## config.mk

```make
export PLATFORM = sky130hd
export DESIGN_NAME = cle_key_reader_flat
export DESIGN_NICKNAME = d
export VERILOG_FILES = /design/src/rtl/cle_key_reader_if.sv /design/src/rtl/cle_key_reader.sv /design/src/flat_wrapper.sv
export SDC_FILE = /design/constraint.sdc
export NUM_CORES = 1
export LEC_CHECK = 0
export ABC_AREA = 0
export BUFFER_PORTS_ARGS = -buffer_cell sky130_fd_sc_hd__buf_2
export CAP_MARGIN = 5
export CORE_UTILIZATION = 45
export CTS_BUF_LIST = sky130_fd_sc_hd__clkbuf_8
export CTS_CLUSTER_DIAMETER = 80
export DETAILED_ROUTE_END_ITERATION = 8
export GPL_ROUTABILITY_DRIVEN = 0
export PLACE_DENSITY = 0.7
export SETUP_SLACK_MARGIN = 0.3
export SYNTH_ARGS = -nofsm -noshare
export SYNTH_HDL_FRONTEND = slang
export SYNTH_SLANG_ARGS = --single-unit
```

## constraint.sdc

```tcl
create_clock -name clk -period 1.8 [get_ports clk]
set_input_delay 0.54 -clock clk [delete_from_list [all_inputs] [get_ports clk]]
set_output_delay 0.54 -clock clk [all_outputs]
set_load 0.01 [all_outputs]
```

## src/rtl/cle_key_reader_if.sv

```systemverilog
// Key socket bus between the CLE host-side reader (master) and the serial key device (slave).
interface cle_key_reader_if;
   logic [13:0] ba;
   logic        br_w;
   logic        sser;
   logic        key_clk;
   logic        sdrd;

   modport master (output ba, output br_w, output sser, output key_clk, input sdrd);
   modport slave  (input ba, input br_w, input sser, input key_clk, output sdrd);
endinterface

```

## src/rtl/cle_key_reader.sv

```systemverilog
// CLE key reader: walks the key through its unlock nibble sequence, shifts in NBITS
// response bits from SDRD and compares the assembled word against the expected value.
module cle_key_reader #(
   parameter int unsigned NBITS      = 16,
   parameter int unsigned NUNLOCK    = 4,
   parameter logic [31:0] UNLOCK_SEQ = 32'h0000_28A9,
   parameter logic [3:0]  READ_NIB   = 4'h0,
   parameter int unsigned SETUP_CYC  = 2
) (
   input  logic               clk,
   input  logic               rst_n,
   input  logic               start,
   input  logic [NBITS-1:0]   expect_word,
   cle_key_reader_if.master   key,
   output logic               busy,
   output logic               done,
   output logic               match,
   output logic [NBITS-1:0]   resp
);

   typedef enum logic [2:0] {IDLE, SETUP, STROBE, GAP, FIN} state_t;

   localparam logic [3:0] WAIT_LAST = 4'(SETUP_CYC - 1);
   localparam logic [2:0] IDX_LAST  = 3'(NUNLOCK - 1);
   localparam logic [4:0] BIT_LAST  = 5'(NBITS - 1);

   state_t           state_q, state_nx;
   logic [3:0]       wcnt_q;
   logic [2:0]       idx_q;
   logic [4:0]       bitcnt_q;
   logic             rd_phase_q;
   logic [NBITS-1:0] exp_q;
   logic [NBITS-1:0] resp_q;
   logic             match_q;
   logic [3:0]       nib;

   always_ff @(posedge clk or negedge rst_n) begin
      if (!rst_n) state_q <= IDLE;
      else        state_q <= state_nx;
   end

   always_comb begin
      state_nx    = state_q;
      key.ba      = '0;
      key.br_w    = 1'b0;
      key.sser    = 1'b1;
      key.key_clk = 1'b0;
      nib         = rd_phase_q ? READ_NIB : UNLOCK_SEQ[{idx_q, 2'b00} +: 4];
      case (state_q)
         IDLE: if (start) state_nx = SETUP;
         SETUP: begin
            key.ba   = {2'b01, 4'b0000, nib, 4'b0000};
            key.br_w = 1'b1;
            key.sser = 1'b0;
            if (wcnt_q == WAIT_LAST) state_nx = STROBE;
         end
         STROBE: begin
            key.ba      = {2'b01, 4'b0000, nib, 4'b0000};
            key.br_w    = 1'b1;
            key.sser    = 1'b0;
            key.key_clk = 1'b1;
            state_nx    = GAP;
         end
         GAP: state_nx = (rd_phase_q && bitcnt_q == BIT_LAST) ? FIN : SETUP;
         FIN: state_nx = IDLE;
         default: state_nx = IDLE;
      endcase
   end

   // Counters advance in GAP so the address is already stable when the next SETUP begins.
   always_ff @(posedge clk or negedge rst_n) begin
      if (!rst_n) begin
         wcnt_q     <= '0;
         idx_q      <= '0;
         bitcnt_q   <= '0;
         rd_phase_q <= 1'b0;
         exp_q      <= '0;
         resp_q     <= '0;
         match_q    <= 1'b0;
      end else begin
         case (state_q)
            IDLE: if (start) begin
               exp_q      <= expect_word;
               resp_q     <= '0;
               match_q    <= 1'b0;
               wcnt_q     <= '0;
               idx_q      <= '0;
               bitcnt_q   <= '0;
               rd_phase_q <= 1'b0;
            end
            SETUP: begin
               if (wcnt_q == WAIT_LAST) begin
                  wcnt_q <= '0;
                  if (rd_phase_q) begin
                     for (int unsigned i = 0; i < NBITS; i++)
                        if (bitcnt_q == 5'(i)) resp_q[i] <= key.sdrd;
                  end
               end else begin
                  wcnt_q <= wcnt_q + 4'd1;
               end
            end
            GAP: begin
               if (!rd_phase_q) begin
                  if (idx_q == IDX_LAST) rd_phase_q <= 1'b1;
                  else                   idx_q      <= idx_q + 3'd1;
               end else if (bitcnt_q == BIT_LAST) begin
                  match_q <= (resp_q == exp_q);
               end else begin
                  bitcnt_q <= bitcnt_q + 5'd1;
               end
            end
            default: ;
         endcase
      end
   end

   assign busy  = (state_q != IDLE);
   assign done  = (state_q == FIN);
   assign match = match_q;
   assign resp  = resp_q;

endmodule

```

## src/flat_wrapper.sv

```systemverilog
// flat-port wrapper written by rule: the top's interface ports become plain ports
module cle_key_reader_flat 
#(
   parameter int unsigned NBITS      = 16,
   parameter int unsigned NUNLOCK    = 4,
   parameter logic [31:0] UNLOCK_SEQ = 32'h0000_28A9,
   parameter logic [3:0]  READ_NIB   = 4'h0,
   parameter int unsigned SETUP_CYC  = 2
)
  (clk, rst_n, start, expect_word, busy, done, match, resp, key_ba, key_br_w, key_sser, key_key_clk, key_sdrd);
  cle_key_reader_if key_i ();
  input  logic clk;
  input  logic rst_n;
  input  logic start;
  input  logic [NBITS-1:0] expect_word;
  output logic busy;
  output logic done;
  output logic match;
  output logic [NBITS-1:0] resp;
  output wire logic [$bits(key_i.ba)-1:0] key_ba;
  output wire logic [$bits(key_i.br_w)-1:0] key_br_w;
  output wire logic [$bits(key_i.sser)-1:0] key_sser;
  output wire logic [$bits(key_i.key_clk)-1:0] key_key_clk;
  input wire logic [$bits(key_i.sdrd)-1:0] key_sdrd;
  assign key_ba = key_i.ba;
  assign key_br_w = key_i.br_w;
  assign key_sser = key_i.sser;
  assign key_key_clk = key_i.key_clk;
  assign key_i.sdrd = key_sdrd;
  cle_key_reader #(.NBITS(NBITS), .NUNLOCK(NUNLOCK), .UNLOCK_SEQ(UNLOCK_SEQ), .READ_NIB(READ_NIB), .SETUP_CYC(SETUP_CYC)) u_core (.clk(clk), .rst_n(rst_n), .start(start), .expect_word(expect_word), .key(key_i), .busy(busy), .done(done), .match(match), .resp(resp));
endmodule
```

[After elaboration in Yosys (flattened, before gate mapping)]
Cells that the tools add are included.
Cells by class
  shift-type cells: 1
  equality and inequality tests: 46
  multiplexer cells: 47
  reductions and logical operators: 30
  add/subtract/negate cells: 3
Operators with widths (number)
  5-bit AND reduction: 16
  16-bit two-way mux: 3
  5-bit by 4-bit == test with 1-bit output (second input constant): 8
  2-bit by 1-bit inequality test with 1-bit output (second input constant): 20
  16-bit case mux with 2 select lines: 1
  32-bit by 6-bit variable part select with 4-bit output (first input constant): 1
  1-bit two-way mux: 24
  5-bit by 3-bit == test with 1-bit output (second input constant): 4
  3-bit two-way mux: 6
  16-bit == test: 1
  5-bit two-way mux: 3
  13-bit two-way mux: 1
  4-bit two-way mux: 3
  3-bit case mux with 4 select lines: 1
  4-bit AND reduction: 3
  5-bit by 2-bit == test with 1-bit output (second input constant): 2
  5-bit case mux with 2 select lines: 1
  3-bit by 2-bit == test with 1-bit output (second input constant): 3
  2-bit inequality test (second input constant): 4
  4-bit case mux with 2 select lines: 1
  2-bit AND reduction: 4
  3-bit case mux with 2 select lines: 1
  5-bit by 1-bit adder with 5-bit output (second input constant): 1
  5-bit by 1-bit == test with 1-bit output (second input constant): 1
  12 further kinds: 14
Word-level totals
  flip-flop bits (word level): 49
  word-level logic and storage cells: 150
  output and inout bits: 36

[Longest topological paths before layout]
  word-level depth: 5
  depth in mapped cells: 7
  depth with buffers taken out: 7

[Least setup slack after synthesis]
OpenSTA, ideal clock, no wires.
  path type: reg2out
  start: register u_core.state_q[0]
  end: output key_ba[4]
  slack: -85 ps
  cell stages (with the launch flop): 5
  data required time: 1260 ps
  data arrival time: 1345 ps
  cells stage by stage: dfrtp_1 -> buf_4 -> xor2_1 -> nand2b_1 -> nor4b_1
Between the ends
  word-level cells in the longest chain between the ends: 3
RTL lines
  start, declared: RTL line cle_key_reader.sv:27  | state_t state_q, state_nx;
  start signal, assigned: RTL line cle_key_reader.sv:39  | else state_q <= state_nx;
  3-bit by 2-bit == test with 1-bit output or 3-bit by 1-bit == test with 1-bit output (tied branches): RTL line cle_key_reader.sv:49  | case (state_q)
  2-bit OR reduction (no line) (*)
  13-bit two-way mux (*): RTL line cle_key_reader.sv:49
  end, declared: RTL line flat_wrapper.sv:20  | output wire logic [$bits(key_i.ba)-1:0] key_ba;
Mark *: on every way between the ends. The rest lies on a longest branch, timed or not.

[Worst setup path after layout]
Ends and elaborated chain as after synthesis.

==> impl_results.md <==
* Ant diodes at 0
* Largest fanout on the critical path at 5
* Worst r2r src: u_core.state_q[1]
* Slew Viols, Final at 0
* First-pass GRT wire length at 10.61 mm
* Io pins at 56
* Compound-cell area share of the yosys netlist at 0.1455
* CTS buffer count at 5
* Slowest CP cell: dfrtp_2
* Total grt overflow at 0
* PD cells at 1648 nW/um^2
* Largest family of logic cells by synthesized area: compound AO/OA/AOI/OAI gates
* Vias/cell at 5.542
* Final HPWL DP at approximately 4.3 mm
* VDD IR max at 0.6318 mV
* Static Leak at 1.759 nW
* Simple-Gate Fraction of Synth Area at 0.1362
* Tcrit/Tclk final at 1.102
* Run status: finished, violations left
* CTS H-tree depth at 2
* Initial antenna violation count at 0
* Final Worst Setup Slack at -184.2 ps
* Core area at 5642 sq um
* Largest net degree at the start of global routing at 50
* CP peak stage delay at 470 ps
* Ys flop type: dfrtp_1
* Mapped Cells at 258
* Iteration-0 DRC Markers at around 140
* Chip height at just under 80 microns
* Final ANT Viol Nets at 0
* Area Overhead vs Synth at 40.95%
* CTS root buffer: clkbuf_8
* Max Cap Viol at 0
* Clock sink count at 49
* GRT Total Usage at 0.2235
* Fill count at 399
* Clock Latency Late Sink at around 310 ps
* Violated checks: negative setup slack
* CP cell instances: xor2_2 -> nand2b_4 -> nor4b_4 -> buf_2
* Rows at 27
* RSZ-0062 raised after global routing: yes
* Final Hold Viols at 0
* Clk_skew at just under 9 ps
* Post-Synth XOR/XNOR Area at 0.05877
* Hold WC Path Type: input pin to asynchronous set/reset pin
* Reg clk slew, reported paths at 90 ps
* Fin area at about 3800 sq um
* Port Buf Inserts at between 40 and 50
* Die area at 6274 sq um
* CTS tree: built
* Fin crit period at just under 2000 ps
* Vias in the first global route at 2156
* Worst Setup Start Kind: flop
* Dpl ws at 52.22 ps
* Routed WL per cell at 17.05 microns
* Nets at between 300 and 400
* Crit end category: primary output
* Number of synthesized flops with an enable pin at 0
* Seq/Total Area, Yosys at 0.4571
* Max Clk Rate at 504.0 MHz
* Setup Crit Path Kind: flop to primary output
* Synth Warn # at 0
* Vias at 2333
* Routed WL at 7.179 mm
* Setup-failing EPs final at 24
* Die W at 79.21 microns
* Pre-Repair DR Iteration Count at 5
* CP Data Arrival Time at between 1000 and 1500 ps
* Share of cells above drive strength 1 at 0.4957
* Hold Slack at 203.2 ps
* CP Buf/Inv Count at 1
* Hold Buf Count CTS at 0
* Bufs on Longest Clock Path at 2
* Ys async rst share at 1.000
* CP delay by family, top: flip-flops
* Starting Density at 0.4755
* Req. time, crit path at 1260 ps
* Post-route DRC at 0
* DP Area at 3149 sq um
* Design Power at a little over 0.006 W
* Synth unique cells at 40
* Syn Std Cell Area at 2683 sq um
* Final core utilization at 0.6702
* Post-Synth Adder-Cell Area at 0.05131
* Seq cells post-synth at roughly 50
* Avg Cell Area, Syn at 10.40 sq um
* Mux contribution to synthesized area at 0.07976
* Crit. Startpoint: u_core.state_q[0]
* R2r setup slk at -120 ps
through the flow:
step	TNS, ps	cells
after floorplan	0	267
after global placement	0	380
after detailed placement	0	380
after CTS	-1106	404
after global routing	-4295	421
final	-2074	421
report_power, final:
group / leakage, nW / switching [W] / internal (W)
combinational: 1.08 / 0.00181 / 0.00190
clock: 0.0439 / 0.000375 / 0.000269
sequential: 0.631 / 0.000384 / 0.00150
cell usage in the layout (no fill, tap or decap), drive strengths merged, types with 2 or more instances in the layout:
cell type,n
a22o,5
o21ai,38
a31oi,3
clkinv,2
nand2b,3
or3b,3
nand2,10
inv,11
buf,94
nor3,4
dfrtp,49
nand4,4
nor4b,2
nand3,4
ha,11
a21o,2
a21oi,14
xnor2,17
nand3b,2
nor4,3
nor2,9
or3,2
clkbuf,6
nor3b,6
mux2,19
conb,10
nor2b,6
worst reg2reg max path: cells and delay by family (launching register included):
kind                   cells  cell delay (ps)
AND/OR/NAND/NOR            1              100
flip-flops                 1              430
buffers and inverters      5              740
AO/OA/AOI/OAI              3              530
layer usage:
| metal | wire, microns | global-route usage | up-vias |
|---|---|---|---|
| met3 | 393 | 0.03563 | 14 |
| li1 | - | - | 1081 |
| met5 | 0 | 0 | - |
| met4 | 199 | 0.08545 | 0 |
| met2 | 3598 | 0.3578 | 92 |
| met1 | 2987 | 0.3032 | 1146 |
final cells by class:
type,instances,area (sq um),area share
Clock inverter,3,17.52,0.004633
Multi-Input combinational cell,185,1564,0.4136
Clock buffer,5,68.82,0.01820
Timing Repair Buffer,96,768.2,0.2032
Tap cell,72,90.09,0.02383
Sequential cell,49,1229,0.3250
Inverter,11,43.79,0.01158
final timing paths:
path                                      to  cells past startpoint
max                                key_ba[4]                      4
min                          u_core.exp_q[4]                      2
max reg2reg                  u_core.resp[11]                      9
min reg2reg                  u_core.exp_q[4]                      1
max in group asynchronous  u_core.state_q[0]                      2
min in group clk             u_core.exp_q[0]                      2
kinds of logic (layout without fill, tap and decap cells):
| kind of cell | Yosys count | count (layout) |
|---|---|---|
| compound gates | 67 | 67 |
| xor+xnor | 18 | 18 |
| fa+ha+maj | 11 | 11 |
| buf+inv | 33 | 115 |
| flops | 49 | 49 |
| mux | 19 | 19 |
| other cells | 1 | 10 |
| simple gates | 60 | 60 |
registers in the layout, indices dropped and copies added (netlist names):
signal / count
u_core.match: 1
u_core.bitcnt_q: 5
u_core.exp_q: 16
u_core.rd_phase_q: 1
u_core.state_q: 3
u_core.wcnt_q: 4
u_core.idx_q: 3
u_core.resp: 16
synthesized netlist by cell type (5+ instances only):
cell type  count  area (sq um)
a21oi_1       14         70.07
a22o_1         5         43.79
buf_4         12         90.09
clkbuf_1       5         18.77
dfrtp_1       49          1226
ha_1          11         137.6
inv_1         11         41.29
mux2_2        19         214.0
nand2_1       10         37.54
nor2_1         9         33.78
nor2b_1        6         37.54
o21ai_0       31         155.2
xnor2_1       17         148.9
what timing repair did:
item,in CTS,in global routing
buffers inserted,13,15
setup endpoints to repair,53,54
pin swaps,13,15
gates cloned,3,2
resized for setup,19,46
hold endpoints to repair,0,0
No activity file was read; power rests on OpenSTA's default activity.
